**src/rtl/threshold_burst_gate_pkg.sv**
```systemverilog
// rtl/threshold_burst_gate_pkg.sv - shared state encoding and counter sizing for threshold_burst_gate
package threshold_pkg;

  typedef enum logic {
    ST_IDLE   = 1'b0,
    ST_ACTIVE = 1'b1
  } state_t;

  // Counters only ever hold limit-1, so clog2 of the largest limit is enough.
  function automatic int cnt_width(input int min_on, input int hang, input int max_len);
    int m;
    m = min_on;
    if (hang > m) m = hang;
    if (max_len > m) m = max_len;
    return $clog2(m);
  endfunction

endpackage

```
**src/rtl/threshold_burst_gate_if.sv**
```systemverilog
// rtl/threshold_burst_gate_if.sv - sample, flag and gated-output streams of threshold_burst_gate
interface threshold_burst_gate_if #(
  parameter int WIDTH = 32
) ();

  logic [WIDTH-1:0] i_tdata;
  logic             i_tlast;
  logic             i_tvalid;
  logic             i_tready;

  logic             t_tdata;
  logic             t_tlast;
  logic             t_tvalid;
  logic             t_tready;

  logic [WIDTH-1:0] o_tdata;
  logic             o_tlast;
  logic             o_tvalid;
  logic             o_tready;

  modport slave (
    input  i_tdata, i_tlast, i_tvalid, t_tdata, t_tlast, t_tvalid, o_tready,
    output i_tready, t_tready, o_tdata, o_tlast, o_tvalid
  );

  modport master (
    output i_tdata, i_tlast, i_tvalid, t_tdata, t_tlast, t_tvalid, o_tready,
    input  i_tready, t_tready, o_tdata, o_tlast, o_tvalid
  );

endinterface

```
**src/rtl/threshold_burst_gate_join.sv**
```systemverilog
// rtl/threshold_burst_gate_join.sv - two-stream join: both inputs consumed together when the sink can accept
module axi_join2 (
  input  logic a_valid,
  input  logic b_valid,
  input  logic out_ready,
  input  logic block,
  output logic a_ready,
  output logic b_ready,
  output logic fire
);

  assign fire    = a_valid & b_valid & out_ready & ~block;
  assign a_ready = fire;
  assign b_ready = fire;

endmodule

```
**src/rtl/threshold_burst_gate.sv**
```systemverilog
// rtl/threshold_burst_gate.sv - passes sample bursts qualified by a threshold flag stream
// Optional completed-burst counter: define THRESH_GATE_BURST_CNT_EN.
module threshold_burst_gate
  import threshold_pkg::*;
#(
  parameter int WIDTH   = 32,
  parameter int MIN_ON  = 4,
  parameter int HANG    = 16,
  parameter int MAX_LEN = 1024
) (
  input  logic                  clk,
  input  logic                  reset,
  input  logic                  clear,
  threshold_burst_gate_if.slave bus
`ifdef THRESH_GATE_BURST_CNT_EN
  ,
  output logic [31:0]           burst_count
`endif
);

  localparam int CW = cnt_width(MIN_ON, HANG, MAX_LEN);
  localparam logic [CW-1:0] ON_LAST  = CW'(MIN_ON - 1);
  localparam logic [CW-1:0] OFF_LAST = CW'(HANG - 1);
  localparam logic [CW-1:0] LEN_LAST = CW'(MAX_LEN - 1);

  state_t        state, state_nx;
  logic [CW-1:0] on_cnt, off_cnt, len_cnt;
  logic          take, flag, open_hit, pass, end_burst, out_ready;

  assign flag      = bus.t_tdata;
  assign out_ready = ~bus.o_tvalid | bus.o_tready;

  axi_join2 u_join (
    .a_valid   (bus.i_tvalid),
    .b_valid   (bus.t_tvalid),
    .out_ready (out_ready),
    .block     (reset | clear),
    .a_ready   (bus.i_tready),
    .b_ready   (bus.t_tready),
    .fire      (take)
  );

  always_ff @(posedge clk) begin
    if (reset || clear) state <= ST_IDLE;
    else                state <= state_nx;
  end

  always_comb begin
    state_nx = state;
    case (state)
      ST_IDLE:   if (pass && !end_burst) state_nx = ST_ACTIVE;
      ST_ACTIVE: if (end_burst)          state_nx = ST_IDLE;
      default:   state_nx = ST_IDLE;
    endcase
  end

  // A burst opened in IDLE can only end at once through i_tlast (single-sample burst).
  always_comb begin
    open_hit  = flag && (on_cnt == ON_LAST);
    pass      = take && ((state == ST_ACTIVE) || open_hit);
    end_burst = pass && (bus.i_tlast ||
                ((state == ST_ACTIVE) && ((!flag && (off_cnt == OFF_LAST)) || (len_cnt == LEN_LAST))));
  end

  always_ff @(posedge clk) begin
    if (reset || clear) begin
      on_cnt  <= '0;
      off_cnt <= '0;
      len_cnt <= '0;
    end else if (take) begin
      if (state == ST_IDLE) begin
        if (!flag) begin
          on_cnt <= '0;
        end else if (open_hit) begin
          on_cnt  <= '0;
          off_cnt <= '0;
          len_cnt <= bus.i_tlast ? '0 : CW'(1);
        end else begin
          on_cnt <= on_cnt + 1'b1;
        end
      end else if (end_burst) begin
        on_cnt  <= '0;
        off_cnt <= '0;
        len_cnt <= '0;
      end else begin
        len_cnt <= len_cnt + 1'b1;
        off_cnt <= flag ? '0 : off_cnt + 1'b1;
      end
    end
  end

  always_ff @(posedge clk) begin
    if (reset) begin
      bus.o_tvalid <= 1'b0;
      bus.o_tlast  <= 1'b0;
      bus.o_tdata  <= '0;
    end else if (clear) begin
      bus.o_tvalid <= 1'b0;
      bus.o_tlast  <= 1'b0;
    end else if (pass) begin
      bus.o_tvalid <= 1'b1;
      bus.o_tdata  <= bus.i_tdata;
      bus.o_tlast  <= end_burst;
    end else if (bus.o_tready) begin
      bus.o_tvalid <= 1'b0;
    end
  end

`ifdef THRESH_GATE_BURST_CNT_EN
  always_ff @(posedge clk) begin
    if (reset || clear)                                  burst_count <= '0;
    else if (bus.o_tvalid && bus.o_tready && bus.o_tlast) burst_count <= burst_count + 32'd1;
  end
`endif

endmodule

```
**src/flat_wrapper.sv**
```systemverilog
// flat-port wrapper written by rule: the top's interface ports become plain ports
module threshold_burst_gate_flat import threshold_pkg::*;
#(
  parameter int WIDTH   = 32,
  parameter int MIN_ON  = 4,
  parameter int HANG    = 16,
  parameter int MAX_LEN = 1024
)
  (clk, reset, clear, bus_i_tdata, bus_i_tlast, bus_i_tvalid, bus_t_tdata, bus_t_tlast, bus_t_tvalid, bus_o_tready, bus_i_tready, bus_t_tready, bus_o_tdata, bus_o_tlast, bus_o_tvalid);
  threshold_burst_gate_if #(.WIDTH(WIDTH)) bus_i ();
  input  logic clk;
  input  logic reset;
  input  logic clear;
  input wire logic [$bits(bus_i.i_tdata)-1:0] bus_i_tdata;
  input wire logic [$bits(bus_i.i_tlast)-1:0] bus_i_tlast;
  input wire logic [$bits(bus_i.i_tvalid)-1:0] bus_i_tvalid;
  input wire logic [$bits(bus_i.t_tdata)-1:0] bus_t_tdata;
  input wire logic [$bits(bus_i.t_tlast)-1:0] bus_t_tlast;
  input wire logic [$bits(bus_i.t_tvalid)-1:0] bus_t_tvalid;
  input wire logic [$bits(bus_i.o_tready)-1:0] bus_o_tready;
  output wire logic [$bits(bus_i.i_tready)-1:0] bus_i_tready;
  output wire logic [$bits(bus_i.t_tready)-1:0] bus_t_tready;
  output wire logic [$bits(bus_i.o_tdata)-1:0] bus_o_tdata;
  output wire logic [$bits(bus_i.o_tlast)-1:0] bus_o_tlast;
  output wire logic [$bits(bus_i.o_tvalid)-1:0] bus_o_tvalid;
  assign bus_i.i_tdata = bus_i_tdata;
  assign bus_i.i_tlast = bus_i_tlast;
  assign bus_i.i_tvalid = bus_i_tvalid;
  assign bus_i.t_tdata = bus_t_tdata;
  assign bus_i.t_tlast = bus_t_tlast;
  assign bus_i.t_tvalid = bus_t_tvalid;
  assign bus_i.o_tready = bus_o_tready;
  assign bus_i_tready = bus_i.i_tready;
  assign bus_t_tready = bus_i.t_tready;
  assign bus_o_tdata = bus_i.o_tdata;
  assign bus_o_tlast = bus_i.o_tlast;
  assign bus_o_tvalid = bus_i.o_tvalid;
  threshold_burst_gate #(.WIDTH(WIDTH), .MIN_ON(MIN_ON), .HANG(HANG), .MAX_LEN(MAX_LEN)) u_core (.clk(clk), .reset(reset), .clear(clear), .bus(bus_i));
endmodule
```
**config.mk**
```make
export PLATFORM = sky130hd
export DESIGN_NAME = threshold_burst_gate_flat
export DESIGN_NICKNAME = d
export VERILOG_FILES = /design/src/rtl/threshold_burst_gate_pkg.sv /design/src/rtl/threshold_burst_gate_if.sv /design/src/rtl/threshold_burst_gate_join.sv /design/src/rtl/threshold_burst_gate.sv /design/src/flat_wrapper.sv
export SDC_FILE = /design/constraint.sdc
export NUM_CORES = 1
export LEC_CHECK = 0
export BUFFER_PORTS_ARGS = -buffer_cell sky130_fd_sc_hd__buf_4
export CAP_MARGIN = 20
export CORE_MARGIN = 10
export CORE_UTILIZATION = 54
export CTS_BUF_LIST = sky130_fd_sc_hd__clkbuf_2
export CTS_CLUSTER_DIAMETER = 80
export DETAILED_ROUTE_END_ITERATION = 7
export GPL_ROUTABILITY_DRIVEN = 0
export PLACE_DENSITY = 0.8
export SETUP_SLACK_MARGIN = 0.15
export SYNTH_ARGS = -nofsm -noshare
export SYNTH_HDL_FRONTEND = slang
export SYNTH_SLANG_ARGS = --single-unit
export TNS_END_PERCENT = 1
```
**constraint.sdc**
```tcl
create_clock -name clk -period 2.1 [get_ports clk]
set_input_delay 0.21 -clock clk [delete_from_list [all_inputs] [get_ports clk]]
set_output_delay 0.21 -clock clk [all_outputs]
set_load 0.01 [all_outputs]
```
==> flow_summary.yaml <==
floorplanning:
  dieArea_um2: 8750
  ios: 77
  die_y_um: 93.6
  fp.dieW_um: 93.6
  core.rowCount: 26
  core_um2: 5170
  start_util_pct: 56.5
synthesis:
  synth_cell_types: 43
  ys_seq_elements: 65
  synth_top_family_by_area: "simple AND/OR/NAND/NOR gates"
  synthTopCellsByArea: "dfxtp_1 45%, nand2_1 9.6%, a21oi_1 6.5%, xnor2_1 5.4%, nor4_2 3.4%"
  synth-edff-count: 0
  synth_area_per_cell_um2: 8.83
  synth_top_flop_cell: "dfxtp_1"
  yosys.area.top_type: "dfxtp_1"
  synth_compound_area_share_pct: 14.2
  yosysSeqAreaShare_pct: 44.5
  yosys_warnings: 0
  synthAdderAreaFrac_pct: 1.28
  syn-num-nets: 375
  yosys.area_share.simple_pct: 29.6
  synth.most_common_cell: "nand2_1"
  synth_mux_area_share_pct: 0.343
  synthArstFlopShare_pct: 0
  synthCells: 331
  synth_top_area_share_pct: 44.5
  synth.top_cells.by_count: "75 x nand2_1, 65 x dfxtp_1, 38 x a21oi_1"
  synthXorXnorAreaFrac_pct: 5.70
  syn-cell-area_um2: 2920
global_routing:
  grt_use_met3_pct: 6.95
  grt_pass1_vias: 2811
  grt.overflow.total: 0
  grt_pass1_wl_mm: 13.5
  met1_usage_pct: 20.1
  grt_util_met2_pct: 33.1
  antenna_found_initial: 0
  track_usage_pct: 19.2
  grt_busiest_layer: "met2"
  grt_max_degree: 35
route:
  ant_nets: 0
  dr.pass1.iters: 4
  drtIter0Drc: 101
  wire_per_inst_um: 15.7
  viasPerCell: 5.28
  routed_wl_mm: 8.13
  via_count: 2731
  remaining_drc_errors: 0
cts:
  cts_buffers: 9
  clock_latency_ps: 520
  cts-root-buf: "clkbuf_2"
  cts_tree: "done"
  cts-htree-levels: 3
  clockBufferDepth: 2
  cts_sinks: 65
  clkTransAtPathRegs_ps: 200
power_and_ir_drop:
  power_uw: 2380
  p_sw_uw: 522
  p_per_area_nw_per_um2: 586
  switching_share_pct: 21.9
  cellLeakagePower_uw: 0.00153
  clkPwrFrac_pct: 41.1
  p_comb_share_pct: 7.1
  seqPwrFrac_pct: 51.9
  intPower_uw: 1860
  ir_drop_v: 0.000431
worst_setup_path:
  end_kind: "register"
  crit_path_frequent_cell: "nor4_2"
  path_cells: "nor4_2, a31oi_4, buf_4, nor4_2, xnor2_1, nor2_1"
  cp.arrival_ps: 2330
  r2r-end: "u_core.off_cnt[8]"
  cp-start-kind: "register"
  crit_type: "reg2reg"
  slowest_delay_ps: 480
  required_ps: 2500
  regToRegStartpoint: "u_core.on_cnt[6]"
  slowest_stage: "nor4_2"
  r2r_setup_slack_ps: 170
  reg2reg_depth: 6
  worstPathMaxFanout: 8
place:
  dp_hpwl_mm: 5.17
  placed_area_um2: 3540
  dp_cells: 465
  port_buffers: 75
cells_and_area:
  instances_no_fill: 517
  finish.utilization_pct: 78.5
  nets: 485
  multi_input_area_um2: 1510
  syn2layout_area_growth_pct: 39.1
  seq_area_um2: 1300
  layout-drive-gt1-share_pct: 29.4
  design_area_um2: 4060
  nFillCells: 329
timing:
  max_freq_mhz: 518
  finalHoldViolations: 0
  slew_headroom_pct: 68.2
  setup-violations-final: 0
  rsz0062_at_grt: "yes"
  fin_crit_sh_pct: 92.0
  tns_ps: 0
  final-max-slew-violation-count: 0
  worst_slew_pin_slew_ps: 473
  finalCriticalPeriod_ps: 1930
  skew_ps: 27.8
hold_path:
  worst_hold_startpoint: "reset"
  hold_end: "u_core.bus.o_tdata[8]"
  hold_path_depth: 2
  hold_path.class: "in2reg"
job:
  maxCapViolCount: 0
outcome:
  status: "completed"
cell usage in the layout (no fill, tap or decap), types with 5 or more instances in the layout:
master | Yosys | layout
a21oi_1 | 38 | 38
nor4_2 | 8 | 8
nor2_1 | 22 | 22
dfxtp_1 | 65 | 65
nor3_2 | 7 | 7
a31oi_1 | 11 | 10
and3_1 | 8 | 7
nand2b_1 | 5 | 5
nand2_1 | 75 | 75
nand3_1 | 9 | 9
clkbuf_2 | 0 | 11
buf_4 | 2 | 82
dlygate4sd3_1 | 0 | 33
xnor2_1 | 18 | 18
through the flow:
stage                     worst slack (ps)  hold WS [ps]
final                                  169          90.8
after CTS                              164          61.0
after detailed placement               195           447
after global placement                 215           442
after floorplan                        375           346
after global routing                  36.6          78.5
worst max-delay path by stage:
| stage | startpoint | slack (ps) | to |
|---|---|---|---|
| 3_5_place_dp | u_core.on_cnt[0] | 190 | u_core.bus.o_tdata[16] |
| 4_1_cts | u_core.len_cnt[0] | 160 | u_core.on_cnt[6] |
| 5_1_grt | u_core.on_cnt[6] | 40 | u_core.len_cnt[5] |
| 6_report | u_core.on_cnt[6] | 170 | u_core.off_cnt[8] |
| 3_3_place_gp | u_core.on_cnt[0] | 220 | u_core.bus.o_tdata[7] |
| 2_1_floorplan | u_core.on_cnt[0] | 380 | u_core.bus.o_tdata[10] |
power groups by stage:
stage                     Sequential [uW]  Clock [uW]  Combinational, uW
final                                1240         978                168
after global routing                 1240        1050                179
after CTS                            1240         991                163
after detailed placement             1260           0                113
after global placement               1260           0                111
after floorplan                      1260           0               44.3
worst max-delay path: cells and delay by family (launching register included):
kind	cells	cell delay, ps
XOR/XNOR	1	160
AO/OA/AOI/OAI	1	220
buffers and inverters	1	230
flip-flops	1	400
AND/OR/NAND/NOR	3	820
flip-flops by register name (all words and copies together), names as in the netlist, named ones only:
name                 cells
u_core.bus.o_tvalid      1
u_core.bus.o_tlast       1
u_core.len_cnt          10
u_core.on_cnt           10
u_core.bus.o_tdata      32
u_core.off_cnt          10
cell families after synthesis:
| group | count (synthesis) |
|---|---|
| xor+xnor | 19 |
| compound gates | 66 |
| buf+inv | 22 |
| mux | 1 |
| simple gates | 155 |
| fa+ha+maj | 3 |
| flops | 65 |
what timing repair did:
item                                    CTS  global route
endpoints found under the hold margin    33             0
setup buffers                             2             0
hold buffers                             33             0
resized for setup                         0             3
endpoints found under the setup margin    1            41
layer usage:
metal  share of wire [%]  vias up
li1                    -     1362
met1                  38     1272
met2                  53       76
met3                 5.2       21
met4                 3.6        0
met5                   0        -
area by class of cell:
type | instances | area share, %
inverters | 4 | 0.370
flip-flops and latches | 65 | 32.0
clock buffers | 11 | 1.36
repair buffers | 117 | 24.3
clock inverters | 5 | 2.56
multi-input cells | 244 | 37.2
well taps | 70 | 2.16
diodes | 1 | 0.0616
Power figures use the tool's default switching activity.
